## config.mk

```make
export PLATFORM = sky130hd
export DESIGN_NAME = wb_port_arbiter
export DESIGN_NICKNAME = d
export VERILOG_FILES = /design/src/rtl/wb_pkg.sv /design/src/rtl/wb_fifo.sv /design/src/rtl/wb_port_arbiter.sv
export SDC_FILE = /design/constraint.sdc
export NUM_CORES = 1
export LEC_CHECK = 0
export BUFFER_PORTS_ARGS = -buffer_cell sky130_fd_sc_hd__buf_2
export CAP_MARGIN = 20
export CORE_ASPECT_RATIO = 1.25
export CORE_MARGIN = 8
export CORE_UTILIZATION = 46
export CTS_CLUSTER_DIAMETER = 30
export CTS_CLUSTER_SIZE = 25
export DETAILED_ROUTE_END_ITERATION = 16
export PLACE_DENSITY = 0.7
export SYNTH_ARGS = -nofsm -noshare
export SYNTH_HDL_FRONTEND = slang
export SYNTH_SLANG_ARGS = --single-unit
```

## constraint.sdc

```tcl
create_clock -name clock -period 2.3 [get_ports clock]
set_input_delay 0.23 -clock clock [delete_from_list [all_inputs] [get_ports clock]]
set_output_delay 0.23 -clock clock [all_outputs]
set_load 0.02 [all_outputs]
```

## src/rtl/wb_pkg.sv

```systemverilog
// rtl/wb_pkg.sv - shared constants and deferred-write record for the writeback port arbiter
package wb_pkg;

  // Register that receives multdiv exception codes, and the codes themselves
  localparam int EXC_REG = 30;
  localparam int EXC_MUL = 4;
  localparam int EXC_DIV = 5;

  // Default number of deferred multdiv result slots
  localparam int DEFAULT_DEPTH = 2;

  // One deferred register write; live drops when a newer write to the same
  // register makes this one obsolete
  typedef struct packed {
    logic        live;
    logic [4:0]  regno;
    logic [31:0] data;
  } wb_entry_t;

  // One-hot register bit, used to build the pending-write mask
  function automatic logic [31:0] reg_bit(input logic [4:0] r);
    return 32'h1 << r;
  endfunction

endpackage

```

## src/rtl/wb_fifo.sv

```systemverilog
// rtl/wb_fifo.sv - deferred multdiv write queue with per-register kill and live mask
module wb_fifo
  import wb_pkg::*;
#(
  parameter int DEPTH = DEFAULT_DEPTH
) (
  input  logic                       clock,
  input  logic                       reset,
  input  logic                       push,
  input  logic [4:0]                 push_reg,
  input  logic [31:0]                push_data,
  input  logic                       pop,
  input  logic                       kill_a,
  input  logic [4:0]                 kill_a_reg,
  input  logic                       kill_b,
  input  logic [4:0]                 kill_b_reg,
  output wb_entry_t                  head,
  output logic [$clog2(DEPTH+1)-1:0] count,
  output logic [31:0]                live_mask
);

  localparam int PW = (DEPTH > 1) ? $clog2(DEPTH) : 1;
  localparam int CW = $clog2(DEPTH + 1);

  wb_entry_t     slots [DEPTH];
  logic [PW-1:0] head_ptr;
  logic [PW-1:0] tail_ptr;
  logic          do_pop;
  logic          do_push;

  // Circular pointer advance that also works for non-power-of-two depths
  function automatic logic [PW-1:0] bump(input logic [PW-1:0] p);
    return (p == PW'(DEPTH - 1)) ? '0 : p + PW'(1);
  endfunction

  // Popping an empty queue or pushing a full one without a pop is ignored
  assign do_pop  = pop && (count != '0);
  assign do_push = push && ((count != CW'(DEPTH)) || do_pop);

  assign head = slots[head_ptr];

  // Queue state: kills hit existing entries first, then pop retires the head,
  // then push fills the tail (which may be the slot just freed when full)
  always_ff @(posedge clock or negedge reset) begin
    if (!reset) begin
      head_ptr <= '0;
      tail_ptr <= '0;
      count    <= '0;
      for (int i = 0; i < DEPTH; i++) begin
        slots[i] <= '0;
      end
    end else begin
      for (int i = 0; i < DEPTH; i++) begin
        if ((kill_a && (slots[i].regno == kill_a_reg)) ||
            (kill_b && (slots[i].regno == kill_b_reg))) begin
          slots[i].live <= 1'b0;
        end
      end
      if (do_pop) begin
        slots[head_ptr].live <= 1'b0;
        head_ptr             <= bump(head_ptr);
      end
      if (do_push) begin
        slots[tail_ptr].live  <= 1'b1;
        slots[tail_ptr].regno <= push_reg;
        slots[tail_ptr].data  <= push_data;
        tail_ptr              <= bump(tail_ptr);
      end
      case ({do_push, do_pop})
        2'b10:   count <= count + CW'(1);
        2'b01:   count <= count - CW'(1);
        default: count <= count;
      endcase
    end
  end

  // Pending-write mask from live entries; register 0 is never pending
  always_comb begin
    live_mask = '0;
    for (int i = 0; i < DEPTH; i++) begin
      if (slots[i].live) begin
        live_mask = live_mask | reg_bit(slots[i].regno);
      end
    end
    live_mask[0] = 1'b0;
  end

endmodule

```

## src/rtl/wb_port_arbiter.sv

```systemverilog
// rtl/wb_port_arbiter.sv - register file write port shared by the pipeline and the multdiv unit
module wb_port_arbiter
  import wb_pkg::wb_entry_t;
  import wb_pkg::DEFAULT_DEPTH;
#(
  parameter int DEPTH   = DEFAULT_DEPTH,
  parameter int EXC_REG = wb_pkg::EXC_REG,
  parameter int EXC_MUL = wb_pkg::EXC_MUL,
  parameter int EXC_DIV = wb_pkg::EXC_DIV
) (
  input  logic        clock,
  input  logic        reset,
  input  logic        wb_valid,
  input  logic [4:0]  wb_reg,
  input  logic [31:0] wb_data,
  input  logic        md_valid,
  input  logic [4:0]  md_reg,
  input  logic [31:0] md_data,
  input  logic        md_op,
  input  logic        md_exc,
  output logic        rf_we,
  output logic [4:0]  rf_reg,
  output logic [31:0] rf_data,
  output logic        md_stall,
  output logic [31:0] pend_mask,
  output logic        overflow
);

  localparam int            CW       = $clog2(DEPTH + 1);
  localparam logic [CW-1:0] FULL     = CW'(DEPTH);
  localparam logic [CW-1:0] STALL_AT = CW'(DEPTH - 1);

  logic          wb_sel;
  logic [4:0]    md_reg_eff;
  logic [31:0]   md_data_eff;
  logic          md_ok;
  logic          fifo_empty;
  logic          fifo_full;
  logic          pop;
  logic          md_enq;
  logic          push;
  logic          ovf_set;
  wb_entry_t     head;
  logic [CW-1:0] count;
  logic [31:0]   live_mask;
  logic          sel_we;
  logic [4:0]    sel_reg;
  logic [31:0]   sel_data;

  // Exceptions redirect the result to the exception register with a fixed code
  always_comb begin
    md_reg_eff  = md_exc ? 5'(EXC_REG) : md_reg;
    md_data_eff = md_exc ? (md_op ? 32'(EXC_DIV) : 32'(EXC_MUL)) : md_data;
  end

  // A pipeline write to r0 is no write at all, so it leaves the port idle
  assign wb_sel     = wb_valid && (wb_reg != 5'd0);
  assign md_ok      = md_valid && (md_reg_eff != 5'd0);
  assign fifo_empty = (count == '0);
  assign fifo_full  = (count == FULL);

  // The head drains only when the pipeline leaves the port free
  assign pop     = !wb_sel && !fifo_empty;
  // A result bypasses the queue only if nothing older could be overtaken
  assign md_enq  = md_ok && (wb_sel || !fifo_empty);
  assign push    = md_enq && (!fifo_full || pop);
  assign ovf_set = md_enq && fifo_full && !pop;

  wb_fifo #(
    .DEPTH (DEPTH)
  ) u_fifo (
    .clock      (clock),
    .reset      (reset),
    .push       (push),
    .push_reg   (md_reg_eff),
    .push_data  (md_data_eff),
    .pop        (pop),
    .kill_a     (wb_sel),
    .kill_a_reg (wb_reg),
    .kill_b     (push),
    .kill_b_reg (md_reg_eff),
    .head       (head),
    .count      (count),
    .live_mask  (live_mask)
  );

  // Write source priority: pipeline, then direct multdiv, then live queue head
  always_comb begin
    sel_we   = 1'b0;
    sel_reg  = 5'd0;
    sel_data = 32'd0;
    if (wb_sel) begin
      sel_we   = 1'b1;
      sel_reg  = wb_reg;
      sel_data = wb_data;
    end else if (md_ok && fifo_empty) begin
      sel_we   = 1'b1;
      sel_reg  = md_reg_eff;
      sel_data = md_data_eff;
    end else if (!fifo_empty && head.live && (head.regno != 5'd0)) begin
      sel_we   = 1'b1;
      sel_reg  = head.regno;
      sel_data = head.data;
    end
  end

  // Registered register-file write port and sticky lost-result flag
  always_ff @(posedge clock or negedge reset) begin
    if (!reset) begin
      rf_we    <= 1'b0;
      rf_reg   <= 5'd0;
      rf_data  <= 32'd0;
      overflow <= 1'b0;
    end else begin
      rf_we   <= sel_we;
      rf_reg  <= sel_reg;
      rf_data <= sel_data;
      if (ovf_set) begin
        overflow <= 1'b1;
      end
    end
  end

  // Stall one slot early so an issued op always finds room; held low in reset
  assign md_stall  = reset && (count >= STALL_AT);
  assign pend_mask = live_mask;

endmodule
```

==> results of run 1 <==
metal layers:
metal	up-vias	wire length, um	global-route usage [%]
met3	21	1060	5.13
li1	2531	-	-
met5	-	0	0
met1	2675	7310	23.2
met4	0	299	7.95
met2	199	9660	37.8
cells by family (layout without fill, tap and decap cells):
family | after synthesis | after routing | synth area share [%]
AO/OA/AOI/OAI | 178 | 178 | 20.1
AND/OR/NAND/NOR | 148 | 148 | 11.9
flip-flops | 119 | 119 | 47.6
buffers and inverters | 94 | 250 | 6.60
multiplexers | 65 | 65 | 10.4
XOR/XNOR | 19 | 19 | 2.66
adder cells (fa/ha/maj) | 3 | 3 | 0.600
other | 1 | 1 | 0.0600
synth_stat cells (3+ instances only):
master,number,share of area (%)
a21oi_1,12,0.96
a31oi_1,5,0.50
and3_1,4,0.40
buf_1,5,0.30
buf_2,12,0.96
buf_6,5,0.90
clkbuf_1,33,2.0
dfrtp_1,119,48
ha_1,3,0.60
inv_1,37,2.2
mux2i_1,64,10
nand2_1,53,3.2
nand2b_1,33,3.3
nand3_1,9,0.72
nand3b_1,5,0.60
nand4_1,5,0.50
nor2_1,19,1.1
nor2b_1,4,0.40
nor3_1,7,0.56
o21a_1,35,4.2
o21ai_0,43,3.4
o221ai_1,32,4.5
o221ai_2,3,0.72
o22ai_1,33,3.3
xnor2_1,10,1.4
xor2_1,9,1.3
layout make-up:
| class | instances | area share (%) |
|---|---|---|
| sequential | 119 | 37.8 |
| tap | 171 | 2.72 |
| timing repair buffer | 181 | 13.2 |
| clock buffer | 24 | 6.24 |
| inverter | 37 | 1.76 |
| clock inverter | 8 | 1.81 |
| multi-input combinational | 414 | 36.4 |
what timing repair did:
item	CTS	global route
hold buffers	1	0
buffers inserted	0	0
hold endpoints to repair	25	0
endpoints found under the setup margin	0	0
worst register-to-register path, stage by stage (launching register included):
cell and delay (ns):
dfrtp_1 0.39, inv_1 0.09, ha_1 0.38, inv_1 0.19, o22a_1 0.25, and3_1 0.22, inv_1 0.07, ha_1 0.25
o21ai_0 0.21
report_power, final:
part | leakage, nW | internal [mW] | switching (mW)
Sequential | 1.47 | 2.97 | 0.513
Combinational | 1.87 | 1.88 | 2.95
Clock | 0.310 | 1.92 | 0.898
Total | 3.65 | 6.77 | 4.36
final timing paths:
check	to	slack [ns]	cells after the start
min in group asynchronous	rf_data[21]$_DFF_PN0_	0.30	2
setup reg to reg	u_fifo.count[1]$_DFFE_PN0P_	0.15	8
hold / removal	rf_data[20]$_DFF_PN0_	0.04	2
setup / recovery	pend_mask[3]	0.13	4
max in group asynchronous	u_fifo.tail_ptr$_DFFE_PN0P_	1.29	3
hold reg to reg	u_fifo.slots[11]$_DFFE_PN0P_	0.48	2
==> impl_metrics.csv, run 1 <==
group,metric,value,unit
worst_setup_path,startpoint,"u_fifo.slots[37]$_DFF_PN0_",
worst_setup_path,crit-reg2reg-launch,"u_fifo.count[0]$_DFFE_PN0P_",
floorplanning,die_x,120,um
logic_synthesis,ys_warn_count,0,
sta,drv_slew,0,
place,portBuffers,150,
route,drtAntennaViolNets,0,
route,first_pass_iters,5,
worst_setup_path,cp.arrival,1.94,ns
cts,clk-insertion-delay-late,0.41,ns
finish,areaGrowthSynthToFinish,25.9,%
sta,hold_ws,0.0382,ns
route,drc,0,
sta,setup_ws,0.125,ns
place,place_area,7230,um^2
finish,final_nets,853,
pwr,vdd_ir_drop_max,0.659,mV
route,drt-initial-drc-count,512,
route,wl,18300,um
finish,multiInputGateArea,2870,um^2
cts,cts_tree,"built",
sta,worst_pin_slew,0.739,ns
finish,largest_reg_flops,76,
logic_synthesis,synthArstFlopShare,100,%
logic_synthesis,synthFlopType,"dfrtp_1",
finish,antenna_cells,0,
cts,ctsRootBufferMaster,"clkbuf_16",
worst_setup_path,path_cells,"nor2b_1, nand3_1, o22ai_1, buf_2",
route,routedWlPerCell,19.2,um
cts,clock_path_buffers,2,
sta,finalSetupTns,0,ns
cts,htreeDepth,4,
cts,clk_pin_slew,0.05,ns
worst_setup_path,slowest_delay,0.57,ns
cts,ctsResizeCount,0,
finish,final_cell_mix,"buf_2 (149), dfrtp_1 (118), mux2i_1 (64), nand2_1 (51), o21ai_0 (43)",
route,dr_total_vias,5426,
logic_synthesis,syn_inst,627,
finish,fillers,1164,
floorplanning,die-area,17600,um^2
global_route,grt_overflow_total,0,
worst_setup_path,crit_path_end_kind,"output port",
place,place_hpwl,12900,um
worst_setup_path,cp_top_family,"flip-flops",
worst_setup_path,crit_buf_inv,1,
logic_synthesis,synth.net_count,710,
worst_setup_path,critPathKind,"register to output port",
pwr,leakage,3.65,nW
worst_setup_path,crit_slowest_cell,"dfrtp_1",
sta,setup_viol,0,
worst_setup_path,cp_max_fo,11,
floorplanning,io_pins,152,
worst_setup_path,startpoint_type,"register",
logic_synthesis,synth_edf_count,0,
global_route,grt_max_degree,70,
pwr,total_power,11.1,mW
pwr,cellPowerDensity,1410,nW/um^2
finish,final_core_util,59.3,%
sta,timing.fmax,0.460,GHz
finish,regArea,2980,um^2
floorplanning,die_h,146,um
finish,final_cells,954,
status,status,"finished clean",
floorplanning,initial_core_util,47.1,%
sta,grt_setup_unrepaired,"false",
global_route,antenna_found_initial,0,
sta,period_share,94.6,%
sta,finClkSkew,0.0117,ns
finish,final_common_cell,"buf_2",
place,post-place-ws,0.209,ns
global_route,grt_pass1_wl,29600,um
finish,drive_above_1_share,28.4,%
worst_hold_path,worstHoldStart,"wb_data[20]",
sta,period_minus_slack,2.17,ns
sta,hold_viol,0,
place,place_congestion,0.909,
logic_synthesis,synth.distinct_cells,49,
cts,cts_buffers,17,
logic_synthesis,synth_area,6250,um^2
logic_synthesis,ys_seq_area_share,47.6,%
place,place_inst,921,
route,vias_per_cell,5.69,
floorplanning,coreArea,13300,um^2
global_route,grtUsageTotal,21.0,%
finish,final_area,7880,um^2
flow_run,maxCapViolations,0,
logic_synthesis,avgSynthCellArea,9.98,um^2
worst_setup_path,cp.required,2.07,ns
global_route,grt_pass1_vias,5777,
floorplanning,rows,47,
worst_hold_path,hold_path.class,"input pin to register",
sta,max_slew_margin,50.3,%
logic_synthesis,ys_ff_latch,119,
cts,cts_sinks,119,
No activity file was read; power rests on OpenSTA's default activity.
==> run 2: changes to the inputs <==
--- a/config.mk
+++ b/config.mk
@@ -9,11 +9,12 @@
 export CAP_MARGIN = 20
 export CORE_ASPECT_RATIO = 1.25
 export CORE_MARGIN = 8
-export CORE_UTILIZATION = 46
+export CORE_UTILIZATION = 30
+export CTS_BUF_LIST = sky130_fd_sc_hd__clkbuf_4
 export CTS_CLUSTER_DIAMETER = 30
 export CTS_CLUSTER_SIZE = 25
 export DETAILED_ROUTE_END_ITERATION = 16
-export PLACE_DENSITY = 0.7
 export SYNTH_ARGS = -nofsm -noshare
 export SYNTH_HDL_FRONTEND = slang
+export SYNTH_HIERARCHICAL = 1
 export SYNTH_SLANG_ARGS = --single-unit
==> run 2 against run 1 <==
Effect of this change: count of clock-buffer cells in the layout down 6; area after synthesis rose by 9.9%; maximum frequency down 1.4%; global-route usage is 5.5 points lower; sequential power down 5%; largest power group unchanged.
==> impl_metrics.csv, run 2 <==
group,metric,value,unit
status,status,"finished clean",
worst_setup_path,cp.arrival,1.98,ns
logic_synthesis,synth.area.top_cells,"dfrtp_1 (43%), mux2_2 (12%), o211ai_1 (5.6%)",
global_route,grt_pass1_vias,5872,
logic_synthesis,ys_ff_latch,119,
finish,areaGrowthSynthToFinish,26.5,%
floorplanning,coreArea,22700,um^2
floorplanning,initial_core_util,30.2,%
worst_setup_path,crit_slowest_cell,"or3b_2",
place,portBuffers,150,
route,drt-initial-drc-count,401,
cts,cts_buffers,17,
flow_run,maxCapViolations,0,
global_route,grt_overflow_total,0,
worst_setup_path,cp.required,2.07,ns
global_route,grtUsageTotal,15.5,%
pwr,cellPowerDensity,1140,nW/um^2
worst_setup_path,startpoint_type,"register",
worst_setup_path,r2r_cells,5,
global_route,grt_pass1_wl,33700,um
floorplanning,die_h,185,um
sta,max_slew_margin,54.7,%
global_route,antenna_found_initial,1,
sta,worst_pin_slew,0.679,ns
worst_setup_path,reg2reg_setup_slack,0.20,ns
cts,clock_path_buffers,2,
sta,finClkSkew,0.0190,ns
worst_setup_path,cp_max_fo,12,
pwr,total_power,9.91,mW
finish,drive_above_1_share,43.5,%
pwr,vdd_ir_drop_max,0.468,mV
finish,fillers,2229,
route,routedWlPerCell,20.2,um
sta,setup_viol,0,
finish,final_common_cell,"buf_2",
route,dr_total_vias,5694,
logic_synthesis,synthArstFlopShare,100,%
logic_synthesis,synth_common_cells,"dfrtp_1 (119), mux2_2 (71), o211ai_1 (51)",
cts,htreeDepth,4,
sta,period_minus_slack,2.21,ns
floorplanning,rows,62,
logic_synthesis,synth.distinct_cells,46,
place,place_inst,1008,
route,first_pass_iters,6,
place,place_congestion,0.843,
floorplanning,die-area,28000,um^2
logic_synthesis,synth_area,6870,um^2
worst_setup_path,crit_path_end,"pend_mask[20]",
sta,hold_ws,0.0578,ns
finish,final_nets,857,
logic_synthesis,yosys.area.top_type,"dfrtp_1",
cts,cts_sinks,119,
sta,finalSetupTns,0,ns
route,vias_per_cell,5.28,
sta,period_share,95.9,%
finish,final_cells,1078,
logic_synthesis,ys_warn_count,6,
cts,ctsRootBufferMaster,"clkbuf_4",
logic_synthesis,synth_edf_count,0,
cts,cts_tree,"built",
route,drc,0,
finish,final_cell_mix,"buf_2 (143), dfrtp_1 (116), mux2_2 (71), o211ai_1 (51), dlygate4sd3_1 (37)",
floorplanning,die_x,151,um
worst_setup_path,crit_buf_inv,1,
logic_synthesis,syn_inst,602,
worst_setup_path,cp_top_family,"simple AND/OR/NAND/NOR gates",
worst_setup_path,slowest_delay,0.55,ns
route,wl,21800,um
route,drtAntennaViolNets,0,
place,place_hpwl,14500,um
sta,grt_setup_unrepaired,"true",
logic_synthesis,netlist.area_leader.share,43.3,%
cts,clk-insertion-delay-late,0.54,ns
worst_hold_path,hold_path.class,"input pin to register",
logic_synthesis,yosysMostFrequentCell,"dfrtp_1",
floorplanning,io_pins,152,
logic_synthesis,ys_seq_area_share,43.3,%
worst_setup_path,r2r_end,"rf_data[28]$_DFF_PN0_",
sta,timing.fmax,0.453,GHz
finish,largest_reg_flops,76,
worst_setup_path,path_cells,"or3b_2, o22ai_1, buf_4",
sta,hold_viol,0,
worst_setup_path,crit_path_end_kind,"output port",
worst_setup_path,cp.depth,3,
sta,drv_slew,0,
worst_setup_path,crit-reg2reg-launch,"u_fifo/head_ptr$_DFFE_PN0P_",
logic_synthesis,synth.net_count,683,
worst_setup_path,critPathKind,"register to output port",
pwr,leakage,3.71,nW
global_route,grt_max_degree,120,
finish,final_core_util,38.3,%
worst_setup_path,startpoint,"u_fifo/slots[70]$_DFFE_PN0P_",
logic_synthesis,synthFlopType,"dfrtp_1",
logic_synthesis,avgSynthCellArea,11.4,um^2
cts,clk_pin_slew,0.11,ns
[run 2: cell count changes after synthesis, sizes merged, moves of 34 or more]
cell / delta
mux2: +112
o211ai: +65
mux2i: -64
nand2: -44
o221ai: -35
a211oi: +34
o21a: -34
[run 2: cell families after synthesis]
group	share of synthesized area, %
buffers and inverters	5.84
adders and majority gates	0.182
and+or+nand+nor	7.99
AOI/OAI and AO/OA	19.9
other	0.0546
muxes	19.5
xor gates and xnor gates	3.19
DFF	43.3
[run 2: routing by layer]
layer	track usage (%)	wire length [um]	up-vias
met4	5.63	426	0
met2	24.7	10300	199
li1	-	-	2636
met3	3.06	1350	28
met1	20.3	9750	2831
met5	0	0	-
[run 2: timing repair]
item / CTS / global route
gates resized for setup: 7 / 10
hold endpoints to repair: 154 / 0
endpoints found under the setup margin: 10 / 12
gates cloned: 0 / 0
pin swaps: 0 / 1
hold buffers: 37 / 0
setup buffers: 0 / 0
[run 2: worst min-delay path by stage]
| stage | startpoint | endpoint | slack, ns | cells after the start |
|---|---|---|---|---|
| 2_1_floorplan | reset | overflow$_DFFE_PN0P_ | -0.07 | 0 |
| 3_3_place_gp | reset | rf_data[24]$_DFF_PN0_ | 0.43 | 2 |
| 3_5_place_dp | reset | rf_data[25]$_DFF_PN0_ | 0.43 | 2 |
| 4_1_cts | md_data[2] | u_fifo/slots[2]$_DFFE_PN0P_ | 0.01 | 3 |
| 5_1_grt | wb_data[25] | rf_data[25]$_DFF_PN0_ | 0.01 | 3 |
| 6_report | md_data[2] | u_fifo/slots[2]$_DFFE_PN0P_ | 0.06 | 3 |
[run 2: worst min-delay path: stages]
cell    delay [ns]
buf_2         0.08
or2_2         0.13
mux2_1        0.13
[run 2: metrics by stage]
stage	instance area, um^2	setup slack [ns]
2_1_floorplan	6870	0.0354
3_3_place_gp	7970	0.137
3_5_place_dp	7970	0.0890
4_1_cts	8650	-0.00226
5_1_grt	8700	-0.0397
6_report	8700	0.0943
[run 2: final cells by class]
type                            count  area [um^2]  share of cell area, %
Multi-Input combinational cell    411         3560                   40.9
Timing Repair Buffer              221         1470                   16.9
Clock buffer                       18          135                   1.55
Antenna cell                        1         2.50                 0.0288
Clock inverter                     14          163                   1.87
Inverter                            6         22.5                  0.259
Sequential cell                   119         2980                   34.3
Tap cell                          288          360                   4.14
[run 2: power breakdown]
part | internal (mW) | switching (mW) | total [mW]
combinational | 2.27 | 2.71 | 4.98
clock | 0.845 | 0.776 | 1.62
sequential | 2.86 | 0.448 | 3.31
==> run 3: changes to the inputs <==
--- a/config.mk
+++ b/config.mk
@@ -5,7 +5,6 @@
 export SDC_FILE = /design/constraint.sdc
 export NUM_CORES = 1
 export LEC_CHECK = 0
-export BUFFER_PORTS_ARGS = -buffer_cell sky130_fd_sc_hd__buf_2
 export CAP_MARGIN = 20
 export CORE_ASPECT_RATIO = 1.25
 export CORE_MARGIN = 8
@@ -14,6 +13,7 @@
 export CTS_CLUSTER_DIAMETER = 30
 export CTS_CLUSTER_SIZE = 25
 export DETAILED_ROUTE_END_ITERATION = 16
+export DONT_BUFFER_PORTS = 1
 export SYNTH_ARGS = -nofsm -noshare
 export SYNTH_HDL_FRONTEND = slang
 export SYNTH_HIERARCHICAL = 1
==> run 3 against run 2 <==
Effect of this change: sequential power up 9.4%; clock power down 4%; the run now ends with hold timing left; critical endpoint is now pend_mask[21]; worst setup slack worse by 0.073 ns; non-clock buffer count down 115; sequential share of layout area up 1.6 points; flip-flop and latch count unchanged; global-route usage about the same; worst hold slack worse by 0.68 ns; register-to-register slack about the same; core utilization down 1.7 points; maximum frequency down 3.2%; count of clock-buffer cells in the layout down 1.
==> impl_metrics.csv, run 3 (synthesis results as in run 2) <==
group,metric,value,unit
worst_setup_path,r2r_cells,5,
floorplanning,initial_core_util,30.2,%
cts,clock_path_buffers,2,
place,place_hpwl,14200,um
route,routedWlPerCell,22.7,um
cts,clk_pin_slew,0.12,ns
floorplanning,rows,62,
flow_run,maxCapViolations,0,
place,place_area,7270,um^2
floorplanning,die_h,185,um
sta,finClkSkew,0.0199,ns
worst_hold_path,hold_path.class,"input pin to asynchronous set/reset pin",
sta,worst_pin_slew,0.555,ns
cts,clk-insertion-delay-late,0.54,ns
cts,cts_sinks,119,
sta,period_minus_slack,2.28,ns
finish,final_cell_mix,"dfrtp_1 (116), mux2_2 (71), dlygate4sd3_1 (64), o211ai_1 (51), buf_4 (35)",
sta,setup_viol,0,
worst_setup_path,r2r_end,"rf_data[12]$_DFF_PN0_",
global_route,grtUsageTotal,15.5,%
global_route,antenna_found_initial,2,
sta,grt_setup_unrepaired,"true",
route,first_pass_iters,4,
sta,max_slew_margin,63.0,%
worst_setup_path,cp.arrival,2.05,ns
floorplanning,coreArea,22700,um^2
cts,htreeDepth,4,
route,dr_total_vias,5286,
worst_setup_path,critPathKind,"register to output port",
place,post-place-ws,0.165,ns
sta,setup_ws,0.0214,ns
finish,final_area,8310,um^2
global_route,grt_overflow_total,0,
worst_setup_path,crit_path_end,"pend_mask[21]",
global_route,grt_max_degree,121,
worst_setup_path,cp_max_fo,8,
finish,final_common_cell,"dfrtp_1",
pwr,cellPowerDensity,1150,nW/um^2
worst_setup_path,startpoint_type,"register",
worst_setup_path,crit_path_end_kind,"output port",
place,portBuffers,0,
floorplanning,die_x,151,um
status,status,"finished with violations",
pwr,leakage,3.21,nW
worst_setup_path,reg2reg_setup_slack,0.20,ns
route,drt-initial-drc-count,301,
cts,ctsRootBufferMaster,"clkbuf_4",
finish,drive_above_1_share,31.6,%
route,vias_per_cell,5.49,
cts,cts_buffers,17,
finish,areaGrowthSynthToFinish,21.0,%
worst_setup_path,startpoint,"u_fifo/slots[35]$_DFFE_PN0P_",
sta,hold_ws,-0.624,ns
worst_setup_path,crit-reg2reg-launch,"u_fifo/head_ptr$_DFFE_PN0P_",
floorplanning,die-area,28000,um^2
global_route,grt_pass1_vias,5603,
status,failed_checks,"hold timing",
finish,final_nets,742,
finish,largest_reg_flops,76,
route,wl,21900,um
finish,final_cells,963,
floorplanning,io_pins,152,
sta,drv_slew,0,
route,drc,0,
place,place_inst,865,
sta,timing.fmax,0.439,GHz
worst_setup_path,cp.required,2.07,ns
cts,cts_tree,"built",
sta,hold_viol,119,
sta,period_share,99.1,%
finish,fillers,2239,
pwr,vdd_ir_drop_max,0.536,mV
place,place_congestion,0.853,
global_route,grt_pass1_wl,33200,um
route,drtAntennaViolNets,0,
-- run 3: cell types whose count changed in the layout (fill, tap and decap cells not counted), sizes merged --
| cell | change |
|---|---|
| buf | -142 |
| bufinv | -1 |
| clkbuf | -1 |
| clkinv | -1 |
| clkinvlp | +3 |
| dlygate4sd3 | +27 |
-- run 3: metal layers --
metal / wire, um / share of wire, % / global-route usage (%)
met1: 9110 / 42 / 19.5
met2: 10500 / 48 / 24.8
met3: 1780 / 8.1 / 3.86
met4: 462 / 2.1 / 6.23
met5: 13 / 0.059 / 0
-- run 3: final cells by class --
class	instances	area, um^2	share of cell area (%)
timing repair buffer	106	1040	12.6
antenna	1	2.50	0.0301
clock inverter	15	161	1.94
inverter	6	22.5	0.271
clock buffer	17	128	1.53
sequential	119	2980	35.9
tap	288	360	4.33
multi-input combinational	411	3610	43.5
-- run 3: through the flow --
step	utilization, %	setup TNS, ns	power, mW	hold WS (ns)
after floorplan	-	0	6.70	-0.0656
after global placement	32.0	0	7.80	-0.0617
after detailed placement	32.0	0	7.86	-0.0620
after CTS	36.3	0	9.60	-0.687
after global routing	36.6	-0.650	10.2	-0.698
final	36.6	0	9.57	-0.624
-- run 3: worst min path at each step --
| stage | slack [ns] | depth (start not counted) | endpoint |
|---|---|---|---|
| after global routing | -0.70 | 0 | u_fifo/slots[60]$_DFFE_PN0P_ |
| final | -0.62 | 0 | rf_data[19]$_DFF_PN0_ |
| after CTS | -0.69 | 0 | rf_data[19]$_DFF_PN0_ |
| after floorplan | -0.07 | 0 | overflow$_DFFE_PN0P_ |
| after global placement | -0.06 | 0 | rf_data[24]$_DFF_PN0_ |
| after detailed placement | -0.06 | 0 | rf_data[24]$_DFF_PN0_ |
-- run 3: critical path, cell delays in order (launching register included) --
cell	delay [ns]
dfrtp_1	0.40
buf_4	0.16
nand3b_1	0.39
o22ai_1	0.56
-- run 3: repair_timing --
action / CTS / global route
hold buffers: 64 / 1
buffers inserted: 0 / 0
resized for setup: 9 / 10
setup endpoints to repair: 13 / 20
gates cloned: 0 / 0
endpoints found under the hold margin: 187 / 120
-- run 3: report_power, final --
part,total (mW),switching [mW],internal (mW)
sequential,3.62,0.754,2.86
combinational,4.39,2.29,2.10
clock,1.56,0.827,0.736
